$ cat config.mk
export PLATFORM = sky130hd
export DESIGN_NAME = if_id_skid_stage
export DESIGN_NICKNAME = d
export VERILOG_FILES = /design/src/rtl/if_id_skid_stage.sv
export SDC_FILE = /design/constraint.sdc
export NUM_CORES = 1
export LEC_CHECK = 0
export ABC_AREA = 1
export CAP_MARGIN = 10
export CELL_PAD_IN_SITES_DETAIL_PLACEMENT = 2
export CELL_PAD_IN_SITES_GLOBAL_PLACEMENT = 2
export CORE_MARGIN = 4
export CORE_UTILIZATION = 35
export DETAILED_ROUTE_END_ITERATION = 8
export DONT_BUFFER_PORTS = 1
export PLACE_DENSITY_LB_ADDON = 0.3
export SLEW_MARGIN = 20
export SYNTH_ARGS = -nofsm -noshare
export SYNTH_HDL_FRONTEND = slang
export SYNTH_SLANG_ARGS = --single-unit
$ cat constraint.sdc
create_clock -name Clk -period 2 [get_ports Clk]
set_clock_uncertainty 0.2 [all_clocks]
set_input_delay 0.1 -clock Clk [delete_from_list [all_inputs] [get_ports Clk]]
set_output_delay 0.1 -clock Clk [all_outputs]
set_load 0.01 [all_outputs]
$ cat src/rtl/if_id_skid_stage.sv
// IF/ID pipeline stage: valid/ready handshake with an optional 2-entry skid
// buffer, synchronous flush that injects NOP, and a saturating bubble counter.
// The payload is {pc+1, instruction}. When SKID=1, in_ready is taken straight
// from a register, so there is no combinational path from out_ready to in_ready.
module if_id_skid_stage #(
   parameter int unsigned         PC_W      = 32,
   parameter int unsigned         INSTR_W   = 32,
   parameter logic [INSTR_W-1:0]  NOP_INSTR = '0,
   parameter int unsigned         SKID      = 1,
   parameter int unsigned         CNT_W     = 16
) (
   input  logic               Clk,
   input  logic               Reset,
   input  logic               in_valid,
   output logic               in_ready,
   input  logic [PC_W-1:0]    in_pc,
   input  logic [INSTR_W-1:0] in_instr,
   input  logic               flush,
   output logic               out_valid,
   input  logic               out_ready,
   output logic [PC_W-1:0]    out_pc,
   output logic [INSTR_W-1:0] out_instr,
   output logic [CNT_W-1:0]   bubble_cnt
);

   typedef enum logic [1:0] {
      ST_EMPTY = 2'd0,
      ST_ONE   = 2'd1,
      ST_FULL  = 2'd2
   } state_t;

   state_t               r_state;
   logic                 r_out_valid;
   logic                 r_in_ready;
   logic [PC_W-1:0]      r_main_pc;
   logic [INSTR_W-1:0]   r_main_instr;
   logic [PC_W-1:0]      r_skid_pc;
   logic [INSTR_W-1:0]   r_skid_instr;
   logic [CNT_W-1:0]     r_bubble;

   logic                 w_accept;
   logic                 w_send;

   // SKID=1 uses the registered ready; SKID=0 lets a consuming decode refill in the same cycle
   assign in_ready  = (SKID != 0) ? r_in_ready : (!r_out_valid || out_ready);
   assign w_accept  = in_valid && in_ready;
   assign w_send    = r_out_valid && out_ready;

   assign out_valid  = r_out_valid;
   assign out_pc     = r_main_pc;
   assign out_instr  = r_main_instr;
   assign bubble_cnt = r_bubble;

   // Handshake FSM: main/skid entries, registered out_valid and in_ready
   always_ff @(posedge Clk or negedge Reset) begin
      if (!Reset) begin
         r_state      <= ST_EMPTY;
         r_out_valid  <= 1'b0;
         r_in_ready   <= 1'b1;
         r_main_pc    <= '0;
         r_main_instr <= NOP_INSTR;
         r_skid_pc    <= '0;
         r_skid_instr <= '0;
      end else if (flush) begin
         // Squash everything held, including any payload offered this cycle
         r_state      <= ST_EMPTY;
         r_out_valid  <= 1'b0;
         r_in_ready   <= 1'b1;
         r_main_pc    <= '0;
         r_main_instr <= NOP_INSTR;
         r_skid_pc    <= '0;
         r_skid_instr <= '0;
      end else begin
         case (r_state)
            ST_EMPTY: begin
               if (w_accept) begin
                  r_state      <= ST_ONE;
                  r_out_valid  <= 1'b1;
                  r_main_pc    <= in_pc;
                  r_main_instr <= in_instr;
               end
            end
            ST_ONE: begin
               if (w_accept && w_send) begin
                  r_main_pc    <= in_pc;
                  r_main_instr <= in_instr;
               end else if (w_accept) begin
                  // Only reachable with SKID=1: decode stalled, park the new entry
                  r_state      <= ST_FULL;
                  r_in_ready   <= 1'b0;
                  r_skid_pc    <= in_pc;
                  r_skid_instr <= in_instr;
               end else if (w_send) begin
                  r_state      <= ST_EMPTY;
                  r_out_valid  <= 1'b0;
                  r_main_pc    <= '0;
                  r_main_instr <= NOP_INSTR;
               end
            end
            ST_FULL: begin
               if (w_send) begin
                  r_state      <= ST_ONE;
                  r_in_ready   <= 1'b1;
                  r_main_pc    <= r_skid_pc;
                  r_main_instr <= r_skid_instr;
                  r_skid_pc    <= '0;
                  r_skid_instr <= '0;
               end
            end
            default: begin
               r_state      <= ST_EMPTY;
               r_out_valid  <= 1'b0;
               r_in_ready   <= 1'b1;
               r_main_pc    <= '0;
               r_main_instr <= NOP_INSTR;
            end
         endcase
      end
   end

   // Saturating count of cycles without a valid output; only reset clears it
   always_ff @(posedge Clk or negedge Reset) begin
      if (!Reset) begin
         r_bubble <= '0;
      end else if (!r_out_valid && (r_bubble != '1)) begin
         r_bubble <= r_bubble + 1'b1;
      end
   end

endmodule

* Word level (Yosys, flattened, before mapping) *
Index checks and enable logic that the tools add are counted.

storage, ports and cells
  register bits = 148
  word-level logic and storage cells = 71
  output and inout bits = 82
  bits of input ports = 69

cells by class
  multiplexer cells = 36
  add/subtract/negate cells = 1
  reduce and logical (&&, ||, !) cells = 12
  eq/ne operators = 14

operators by type and width
  cell                                                 count
  two-way mux 32 bit                                   14
  one-hot mux 32 bit (3 select lines)                  2
  one-hot mux 32 bit (2 select lines)                  2
  != test 3 bit, second input constant                 6
  adder 16 x 1 -> 16 bit, second input constant        1
  != test 16 bit, second input constant                1
  AND reduction 4 bit                                  4
  two-way mux 2 bit                                    6
  != test 4 bit, second input constant                 3
  two-way mux 1 bit                                    9
  one-hot mux 1 bit (3 select lines)                   2
  one-hot mux 2 bit (3 select lines)                   1
  AND reduction 5 bit                                  1
  logical AND 1 bit                                    4
  != test 2 bit, second input constant                 2
  nonzero test 3 bit                                   1
  equality test 2 x 1 -> 1 bit, second input constant  1
  equality test 2 bit, second input constant           1
  zero test 2 bit                                      1
  zero test 1 bit                                      1

* Logic depth before layout (Yosys ltp) *
  depth in word-level cells = 6
  mapped depth = 10
  mapped depth without buffers = 8

* Worst setup path before layout *
No wires, ideal clock.

  path kind = flip-flop to flip-flop
  start point = reg r_bubble[0] (netlist: bubble_cnt[0])
  end point = reg r_bubble[9] (netlist: bubble_cnt[9])
  clock period less this slack = 1.850 ns
  required time = 1.674 ns
  setup slack = 0.150 ns
  stages on the path, launching flop included = 10
  buffers on the path = 1
  library setup time = 0.126 ns
  arrival = 1.524 ns
  path through = dfrtp_1 ha_1 inv_1 nor2_1 nand2_1 nor2_1 nor2_1 buf_2 nand2_1 o21ai_0

between the ends
  longest elaborated chain between the ends = 2
  elaborated cells on any way between the ends = 3
  classes of those cells = 1 x add/sub; 1 x eq/ne; 1 x reduce/logical

ends and longest elaborated chain
  item                                                            RTL line  source
  start: declaration                                              39        logic [CNT_W-1:0] r_bubble;
  start signal: assignment                                        126       r_bubble <= r_bubble + 1'b1;
  branches (longest 2 deep; another with adder 16 x 1 -> 16 bit)  --

Several ways; the timed one is not identified.
A chain may end at the register's enable or synchronous reset.

* Final worst setup path *
  start point = reg r_in_ready (netlist: in_ready)
  end point = reg r_main_pc[25] (netlist: out_pc[25])

between the ends
  longest elaborated chain between the ends = 5
  elaborated cells on any way between the ends = 9
  classes of those cells = 3 x eq/ne; 3 x mux; 3 x reduce/logical

ends and longest elaborated chain
  item                                 RTL line  source
  start: declaration                   34        logic r_in_ready;
  start signal: assignment             59        r_in_ready <= 1'b1;
  start signal: assignment             68        r_in_ready <= 1'b1;
  start signal: assignment             90        r_in_ready <= 1'b0;
  logical AND 1 bit *                  46        assign w_accept = in_valid && in_ready;
  logical AND 1 bit                    84        if (w_accept && w_send) begin
  two-way mux 32 bit                   84
  one-hot mux 32 bit (3 select lines)  74        case (r_state)
  two-way mux 32 bit                   64        end else if (flush) begin
  end signal: assignment               79        r_main_pc <= in_pc;
  end signal: assignment               85        r_main_pc <= in_pc;
  end signal: assignment               104       r_main_pc <= r_skid_pc;
  end: declaration                     35        logic [PC_W-1:0] r_main_pc;

Mark *: on every way between the ends. The rest lies on a longest branch, timed or not.

==> metrics.txt <==
worst reg2reg startpoint=in_ready$_DFFE_PN1P_; critical path fanouts, max=34; drc violations=0; MaxCap Viol Count=0; peak supply drop=about 0.0011 V; setup tns final=0 ns; pre-CTS setup slack=roughly 0.066 ns; outcome=finished with violations; PD cells=approximately 1400 mW/mm²; IO Port Bufs=0; WL per Instance=20.2 µm; worst setup margin=0.0871 ns; Initial Util=around 36%; synthesized area per cell=a little over 7 µm²; max-slew violations=0; top post-synthesis cells by area=dfrtp_1, nand2_1, nand3_1; Congestion Overflow GR=0; first-pass GRT wire length=~45 mm; R2R setup slack=0.09 ns; Syn. warnings=0; syn nets=approximately 1100; layout cells sized above 1=between 7 and 8%; failing checks=hold timing; initial DRC count=318; die height=approximately 150 µm; GRT Total Usage=a little under a quarter; CP top delay family=simple AND/OR/NAND/NOR gates; CP cell instances=nand2_1 -> nor2_4 -> buf_12 -> buf_12 -> nand3_1 -> nand3_1 -> nand2_1 -> nand2_1; Final period util=a little over nine tenths; vias in the first global route=about 8000; Pleak=roughly 4.4 nW; sequential area share after synthesis=50.0%; CP Class=reg2reg; Num Clock Sinks=148; Slew HR=between 70% and 80%; Worst EP arrival=2.07 ns; Num CTS Buffers=17; hold_ws=-0.835 ns; area share of the largest cell type after synthesis=49.6%; Worst Path Required=about 2.2 ns; Top cell by count, worst path=nand2_1; Worst Max-Slew Pin Slew=roughly 0.38 ns; HPWL after detailed placement=between 15 and 20 mm; Area Overhead vs Synth=24.0%; clk root buf=clkbuf_16; post-synthesis register bit count=around 150; Post-Synthesis Cells=a little over 1000; final setup fails=0; Yosys cell types=21; Final Net Count=1152; Netlist Area Pre-Place=~0.0074 mm²; via count=7256; vias per cell=approximately 5.3; io pins=151; Worst-Skew Late Latency=approximately 0.42 ns; Crit-path slowest cell=dfstp_2; initial antenna violation count=1; Core Rows=52; FMAX=0.523 GHz; DRT Pass-1 Iters=4; clk buf depth=2; die width=154 µm; RR Endpoint=out_pc[25]$_DFFE_PN0P_; CTS Hold Buffers Added=67; CP Capture Type=register; multi-input logic area=approximately 0.0034 mm²; worst reg-to-reg path cell count=8; Routed WL=about 28 mm; H-tree levels=4; Worst Path Buf+Inv=2; crit path launch type=register; core area=between 0.02 and 0.025 mm²; area leader, netlist=dfrtp_1; Fillers=between 2000 and 2500; class of the worst hold path=in2async; area occupied by registers=0.00371 mm²; Critical Path Max Stage Delay=approximately 0.53 ns; CTS tree=built; Die Area=between 0.02 and 0.025 mm²; DRT antenna net count=0; clock slew at reported path FFs=0.07 ns; gp weighted congestion=approximately 0.76; minimum clock period=1.91 ns; Hold Fails Final Rpt=~150; largest net degree at the start of global routing=149
==> placed cells by master (no fill, tap or decap), types with 3 or more instances in the layout <==
master / n
nor2_4: 4
nand2_1: 529
buf_12: 10
nand3_1: 139
o21ai_0: 78
inv_2: 3
dlygate4sd3_1: 67
nand4_1: 6
buf_4: 16
clkbuf_16: 17
bufinv_16: 4
nor2_1: 24
dfrtp_2: 3
inv_6: 4
dfrtp_1: 144
inv_1: 21
==> cells in the mapped netlist (all sizes together) <==
| master | count |
|---|---|
| ha | 1 |
| dfrtp | 147 |
| clkbuf | 27 |
| nand4 | 6 |
| nand3 | 139 |
| xor2 | 2 |
| nand2 | 532 |
| dfstp | 1 |
| o21ai | 80 |
| a21oi | 2 |
| buf | 37 |
| a31oi | 1 |
| xnor2 | 2 |
| nor2 | 30 |
| inv | 24 |
==> repair_timing <==
item,in CTS,in global routing
gates resized for setup,0,12
hold endpoints to repair,280,148
setup endpoints to repair,0,84
buffers inserted,0,1
==> kinds of logic (layout without fill, tap and decap cells) <==
group	Yosys count	after routing	share of synthesized area, %
other	0	1	0
DFF	148	148	50.0
AOI/OAI and AO/OA	83	83	5.72
buffers and inverters	88	152	5.17
adders and majority gates	1	1	0.169
and+or+nand+nor	707	707	38.5
xor gates and xnor gates	4	4	0.473
==> final cells by class <==
| class | count | area share (%) |
|---|---|---|
| sequential | 148 | 40.4 |
| multi-input combinational | 795 | 36.6 |
| timing repair buffer | 96 | 11.4 |
| clock buffer | 18 | 4.78 |
| tap | 270 | 3.68 |
| clock inverter | 14 | 2.15 |
| inverter | 24 | 0.981 |
| antenna | 1 | 0.0272 |
==> power by group <==
| part | leakage [nW] | switching, mW | internal, mW |
|---|---|---|---|
| clock | 0.308 | 1.41 | 2.14 |
| combinational | 2.15 | 2.75 | 1.30 |
| sequential | 1.95 | 0.949 | 3.94 |
| total | 4.40 | 5.11 | 7.38 |
==> registers in the layout (all words and copies together), names as in the netlist <==
signal	count
r_state	2
bubble_cnt	16
r_skid_instr	32
r_skid_pc	32
out_instr	32
out_pc	32
in_ready	1
out_valid	1
==> layer usage <==
layer,part of all wire [%],wire length [µm],up-vias,track usage (%)
li1,-,-,3383,-
met1,43,11800,3715,28.7
met2,52,14400,139,43.1
met3,3.7,1030,19,4.92
met4,1.1,308,0,5.21
met5,0,0,-,0
==> stage by stage <==
stage	total power [mW]	area, µm²	util (%)	cells
floorplan	7.21	7410	-	1031
global placement	8.47	7820	38.0	1265
detailed placement	8.67	7820	38.0	1265
CTS	12.4	9130	44.4	1364
global route	13.3	9190	44.7	1366
finish	12.5	9190	44.7	1366
==> worst max-delay path by stage <==
stage               slack [ns]                   endpoint                      start  cells past startpoint
floorplan                 0.15  bubble_cnt[9]$_DFFE_PN0P_  bubble_cnt[0]$_DFFE_PN0P_                      9
global placement          0.14     out_pc[20]$_DFFE_PN0P_     r_state[1]$_DFFE_PN0P_                      8
detailed placement        0.07  out_instr[18]$_DFFE_PN0P_     r_state[1]$_DFFE_PN0P_                      8
CTS                       0.02  out_instr[21]$_DFFE_PN0P_     r_state[1]$_DFFE_PN0P_                      8
global route             -0.03     out_pc[23]$_DFFE_PN0P_       in_ready$_DFFE_PN1P_                      8
finish                    0.09     out_pc[25]$_DFFE_PN0P_       in_ready$_DFFE_PN1P_                      8
Note: power is estimated with default switching activity, not from simulation.
